`src/rtl/sync_fifo_flags.sv`:
```
// ---------------------------------------------------------------------------
// sync_fifo_flags
//   Single-clock FIFO with level, almost-full/almost-empty flags and sticky
//   overflow/underflow error flags.
//
//   Build option: define SYNC_FIFO_FWFT_EN for first-word-fall-through reads
//   (rdata shows the head word combinationally). Without it, rdata is a
//   register loaded at the edge that accepts a read (1-cycle latency).
//
// Ports
//   clk           in   rising-edge clock
//   rstn          in   asynchronous active-low reset
//   wdata         in   write data (datawidth)
//   winc          in   write request
//   rinc          in   read request
//   err_clr       in   clears overflow/underflow at the next edge
//   rdata         out  read data (datawidth)
//   wfull         out  count == DEPTH
//   rempty        out  count == 0
//   walmost_full  out  count >= afull_thresh
//   ralmost_empty out  count <= aempty_thresh
//   count         out  fill level 0..DEPTH (addr_width+1 bits)
//   overflow      out  sticky: write attempted while full
//   underflow     out  sticky: read attempted while empty (no write alongside)
// ---------------------------------------------------------------------------
module sync_fifo_flags #(
  parameter int datawidth     = 8,
  parameter int addr_width    = 3,
  parameter int afull_thresh  = 6,
  parameter int aempty_thresh = 2
) (
  input  logic                  clk,
  input  logic                  rstn,
  input  logic [datawidth-1:0]  wdata,
  input  logic                  winc,
  input  logic                  rinc,
  input  logic                  err_clr,
  output logic [datawidth-1:0]  rdata,
  output logic                  wfull,
  output logic                  rempty,
  output logic                  walmost_full,
  output logic                  ralmost_empty,
  output logic [addr_width:0]   count,
  output logic                  overflow,
  output logic                  underflow
);

  localparam int DEPTH = 2 ** addr_width;
  localparam int CW    = addr_width + 1;

  localparam logic [CW-1:0] DEPTH_C  = CW'(DEPTH);
  localparam logic [CW-1:0] AFULL_C  = CW'(afull_thresh);
  localparam logic [CW-1:0] AEMPTY_C = CW'(aempty_thresh);

  logic [datawidth-1:0]  mem_q [DEPTH];

  logic [CW-1:0]         wr_ptr_q, wr_ptr_d;
  logic [CW-1:0]         rd_ptr_q, rd_ptr_d;
  logic                  overflow_q, overflow_d;
  logic                  underflow_q, underflow_d;

  logic                  wr_acc;
  logic                  rd_acc;
  logic [addr_width-1:0] wr_addr;
  logic [addr_width-1:0] rd_addr;
  logic [datawidth-1:0]  head;

  // Pointers carry one extra wrap bit, so their difference is the true
  // level 0..DEPTH and full/empty never alias.
  assign count         = wr_ptr_q - rd_ptr_q;
  assign wfull         = (count == DEPTH_C);
  assign rempty        = (count == '0);
  assign walmost_full  = (count >= AFULL_C);
  assign ralmost_empty = (count <= AEMPTY_C);
  assign overflow      = overflow_q;
  assign underflow     = underflow_q;

  // Gating on the registered flags means: full + both -> read only,
  // empty + both -> write only.
  assign wr_acc  = winc & ~wfull;
  assign rd_acc  = rinc & ~rempty;
  assign wr_addr = wr_ptr_q[addr_width-1:0];
  assign rd_addr = rd_ptr_q[addr_width-1:0];
  assign head    = mem_q[rd_addr];

  always_comb begin
    wr_ptr_d    = wr_ptr_q;
    rd_ptr_d    = rd_ptr_q;
    overflow_d  = overflow_q;
    underflow_d = underflow_q;

    if (wr_acc) wr_ptr_d = wr_ptr_q + 1'b1;
    if (rd_acc) rd_ptr_d = rd_ptr_q + 1'b1;

    // Set beats clear when both happen on the same edge.
    if (err_clr)        overflow_d = 1'b0;
    if (winc && wfull)  overflow_d = 1'b1;

    // A read against an empty FIFO is not an error when a write is accepted
    // on the same edge; the pair simply behaves as a write.
    if (err_clr)                    underflow_d = 1'b0;
    if (rinc && rempty && !winc)    underflow_d = 1'b1;
  end

  always_ff @(posedge clk or negedge rstn) begin
    if (!rstn) begin
      wr_ptr_q    <= '0;
      rd_ptr_q    <= '0;
      overflow_q  <= 1'b0;
      underflow_q <= 1'b0;
    end else begin
      wr_ptr_q    <= wr_ptr_d;
      rd_ptr_q    <= rd_ptr_d;
      overflow_q  <= overflow_d;
      underflow_q <= underflow_d;
    end
  end

  // Storage is intentionally not reset; clearing the pointers discards it.
  always_ff @(posedge clk) begin
    if (wr_acc) mem_q[wr_addr] <= wdata;
  end

`ifdef SYNC_FIFO_FWFT_EN
  // Forced to zero while empty so reset always shows rdata = 0.
  assign rdata = rempty ? '0 : head;
`else
  logic [datawidth-1:0] rdata_q, rdata_d;

  always_comb begin
    rdata_d = rdata_q;
    if (rd_acc) rdata_d = head;
  end

  always_ff @(posedge clk or negedge rstn) begin
    if (!rstn) rdata_q <= '0;
    else       rdata_q <= rdata_d;
  end

  assign rdata = rdata_q;
`endif

endmodule
```
`config.mk`:
```
export PLATFORM = sky130hd
export DESIGN_NAME = sync_fifo_flags
export DESIGN_NICKNAME = d
export VERILOG_FILES = /design/src/rtl/sync_fifo_flags.sv
export SDC_FILE = /design/constraint.sdc
export NUM_CORES = 1
export LEC_CHECK = 0
export ABC_AREA = 1
export BUFFER_PORTS_ARGS = -buffer_cell sky130_fd_sc_hd__buf_4
export CAP_MARGIN = 20
export CORE_UTILIZATION = 51
export DETAILED_ROUTE_END_ITERATION = 8
export GPL_TIMING_DRIVEN = 0
export PLACE_DENSITY = 0.7
export SLEW_MARGIN = 10
export SYNTH_ARGS = -nofsm -noshare
export SYNTH_HDL_FRONTEND = slang
export SYNTH_SLANG_ARGS = --single-unit
```
`constraint.sdc`:
```
create_clock -name clk -period 6.1 [get_ports clk]
set_input_delay 1.22 -clock clk [delete_from_list [all_inputs] [get_ports clk]]
set_output_delay 1.22 -clock clk [all_outputs]
set_load 0.005 [all_outputs]
```
==> results.tsv <==
stage	metric	value	unit
placed_design	routability cong.	0.817	
die	Die Ht	89.0	um
critical_path	CP Capture Point	rempty	
sta	setup TNS	0	ps
die	I/O pins	31	
critical_path	CP max-delay cell	fa_1	
sta	clk_skew	5.84	ps
clocking	Worst-path clk slew	70	ps
critical_path	Worst path max stage delay	530	ps
clocking	worst-case clock buffer depth	2	
critical_path	WP data required	4880	ps
clocking	Root Buffer	clkbuf_8	
cells_and_area	Inserted Diodes	0	
grt	GR Overflow Total	0	
synthesis	Async S/R FF share, synth	22.0	%
critical_path	most frequent CP cell	buf_4	
synthesis	area fraction in compound gates after synthesis	0.584	%
run_status	outcome	completed	
cells_and_area	Reg area	0.00237	sq mm
cells_and_area	non-filler cells, final	567	
sta	hold slack	474	ps
critical_path	Setup CP Type	register to output pin	
drt	wire per inst	14.0	um
critical_path	CP Buf/Inv Count	7	
clocking	setup bufs post-CTS	0	
grt	initial antenna violation count	0	
die	die area	0.00792	sq mm
pwr	Pleak	2.17	nW
synthesis	ys flop type	edfxtp_1	
synthesis	top cell type by total area after synthesis	edfxtp_1	
sta	Period Utilization, post-route	66.1	%
die	Initial Utilization	52.9	%
sta	RSZ-0062 raised after global routing	no	
synthesis	Post-synth EDFFs	64	
drt	final wirelength	7.92	mm
die	row count	31	
critical_path	Worst path top cell family by delay	buffers and inverters	
min_path	worst hold path type	register to register	
synthesis	Netlist cell types	22	
sta	Hold Fails Final Rpt	0	
clocking	worst skew pair latency	350	ps
cells_and_area	area of the multi-input gates	0.00109	sq mm
drt	vias	2768	
sta	Worst slew margin	38.6	%
clocking	CTS tree	yes	
placed_design	post-DP HPWL	5.48	mm
grt	total track usage	22.7	%
drt	DRC violations left	0	
critical_path	RR Endpoint	mem_q[2][7]$_DFFE_PP_	
drt	drt first pass iters	5	
critical_path	CP startpoint kind	register	
critical_path	crit path cell chain	buf_4 -> clkinv_1 -> buf_4 -> fa_1 -> inv_1 -> nand2_1 -> nor2_2 -> nand3_2 -> buf_4 -> inv_1 -> buf_4	
drt	DR iter-0 viols	180	
clocking	H-tree Lvls	3	
critical_path	crit path capture type	output pin	
critical_path	WP depth	11	
synthesis	share of the synthesized area in the top cell type	49.8	%
clocking	CTS Buf Count	9	
cells_and_area	Fill cells	621	
critical_path	Max FO, Critical Path	11	
synthesis	XOR/XNOR Fraction of Synth Area	0.908	%
critical_path	Register-to-Register Path Depth	10	
synthesis	most common cell in the netlist	nand2_1	
synthesis	Synth Area in Adders	2.14	%
synthesis	cell area after synthesis	0.00386	sq mm
synthesis	largest family of logic cells by synthesized area	simple AND/OR/NAND/NOR gates	
clocking	clock sink count	82	
placed_design	pre-CTS setup slack	2480	ps
clocking	hold buffers post-CTS	0	
pwr	pwr dens	509	mW/mm^2
synthesis	mux cell area share after synthesis	0	%
cells_and_area	layout cell share with drive strength beyond 1	12.6	%
sta	Finish-stage setup viols	0	
synthesis	syn nets	441	
drt	post-route antenna net violation count	0	
synthesis	synth top area cells	edfxtp_1 50%, nand2_1 16%, dfrtp_1 12%	
placed_design	placed cells	551	
pwr	Design Power	2.25	mW
sta	max-slew violations	0	
synthesis	Syn Inst Count	422	
synthesis	post-synthesis simple-gate area fraction	24.7	%
synthesis	Syn Area/Cell	9.14	sq um
run	max cap viols	0	
grt	vias in the first global route	2555	
sta	crit path time final	4030	ps
grt	largest net degree at the start of global routing	19	
die	Die Span X	89.0	um
critical_path	critical path arrival	2810	ps
placed_design	Buffers on Ports	30	
pwr	worst IR drop on VDD	298	uV
critical_path	reg-to-reg slack, setup	2790	ps
critical_path	FF-to-FF Start	rd_ptr_q[1]$_DFFE_PN0P_	
sta	Peak Freq	248	MHz
synthesis	synth warn	0	
critical_path	critical path launch point	rd_ptr_q[1]$_DFFE_PN0P_	
grt	global-route wire length before repair	12.6	mm
cells_and_area	Area Growth Syn to Fin	14.4	%
clocking	cts repair resizes	0	
drt	Via density	4.88	
sta	Least-Margin Pin Slew	918	ps
cells_and_area	Post-layout nets	482	
die	CORE AREA	0.00729	sq mm
synthesis	top cells by count, synth	160 x nand2_1, 79 x inv_1, 64 x edfxtp_1	
synthesis	sequential area share after synthesis	61.5	%
synthesis	Seq cells post-synth	82	
sta	Setup WS post-layout	2070	ps
[worst register-to-register path: cells and delay by family, from the launching register on]
| family | cells | cell delay [ps] |
|---|---|---|
| adder cells (fa/ha/maj) | 1 | 600 |
| buffers and inverters | 4 | 790 |
| flip-flops | 1 | 370 |
| AND/OR/NAND/NOR | 5 | 1170 |
[registers in the layout (all words and copies together), names as in the netlist]
name	count
wr_ptr_q	4
mem_q	64
underflow	1
rdata	8
rd_ptr_q	4
overflow	1
[layout make-up]
type	count	area share, %
tap	99	2.81
timing repair buffer	30	5.10
clock buffer	10	2.89
clock inverter	6	1.81
buffer	15	1.96
multi-input combinational	244	24.8
inverter	81	6.89
sequential	82	53.7
[how the worst min path moves through the flow]
stage	from	endpoint	slack, ps	cells after the start
detailed placement	rdata[1]$_DFFE_PN0P_	rdata[1]$_DFFE_PN0P_	460	2
finish	rdata[5]$_DFFE_PN0P_	rdata[5]$_DFFE_PN0P_	470	2
CTS	rdata[1]$_DFFE_PN0P_	rdata[1]$_DFFE_PN0P_	480	2
global placement	rdata[6]$_DFFE_PN0P_	rdata[6]$_DFFE_PN0P_	460	2
floorplan	rdata[0]$_DFFE_PN0P_	rdata[0]$_DFFE_PN0P_	460	2
global route	rdata[5]$_DFFE_PN0P_	rdata[5]$_DFFE_PN0P_	500	2
[power by group]
| group | leakage, nW | internal (mW) | switching, mW | total [mW] |
|---|---|---|---|---|
| registers | 0.807 | 0.735 | 0.0605 | 0.795 |
| logic | 1.26 | 0.391 | 0.644 | 1.03 |
| clock network | 0.103 | 0.228 | 0.190 | 0.418 |
| total | 2.17 | 1.35 | 0.895 | 2.25 |
[routing by layer]
metal / part of all wire, % / GRT usage [%] / up-vias / routed length [um]
met4: 1.7 / 9.38 / 0 / 136
met5: 0 / 0 / - / 0
met2: 50 / 38.5 / 82 / 3950
met3: 5.3 / 4.89 / 17 / 422
li1: - / - / 1391 / -
met1: 43 / 28.6 / 1278 / 3410
[cell usage in the layout (no fill, tap or decap)]
master,instances
nand2_2,3
clkbuf_8,9
buf_6,1
nand2_1,160
bufinv_16,2
clkbuf_1,4
inv_6,1
nor2_2,1
nor2_1,9
a21oi_1,1
o21ai_0,1
edfxtp_1,64
buf_2,6
clkinv_1,5
xor2_1,4
a211oi_1,1
o21ai_1,1
fa_1,1
buf_4,34
ha_1,5
dfrtp_1,18
buf_1,1
inv_1,79
nand3_2,2
nand3_1,55
[stage by stage]
| step | cell area, sq um | utilization (%) |
|---|---|---|
| 4_1_cts | 4410 | 60.5 |
| 3_5_place_dp | 4210 | 57.7 |
| 5_1_grt | 4410 | 60.5 |
| 2_1_floorplan | 3860 | - |
| 6_report | 4410 | 60.5 |
| 3_3_place_gp | 4210 | 57.7 |
[cell families (layout without fill, tap and decap cells)]
group           count (synthesis)  count (layout)
buf+inv                        96             142
xor+xnor                        4               4
fa+ha+maj                       6               6
simple gates                  230             230
compound gates                  4               4
flops                          82              82
(Power assumes the default switching activity.)
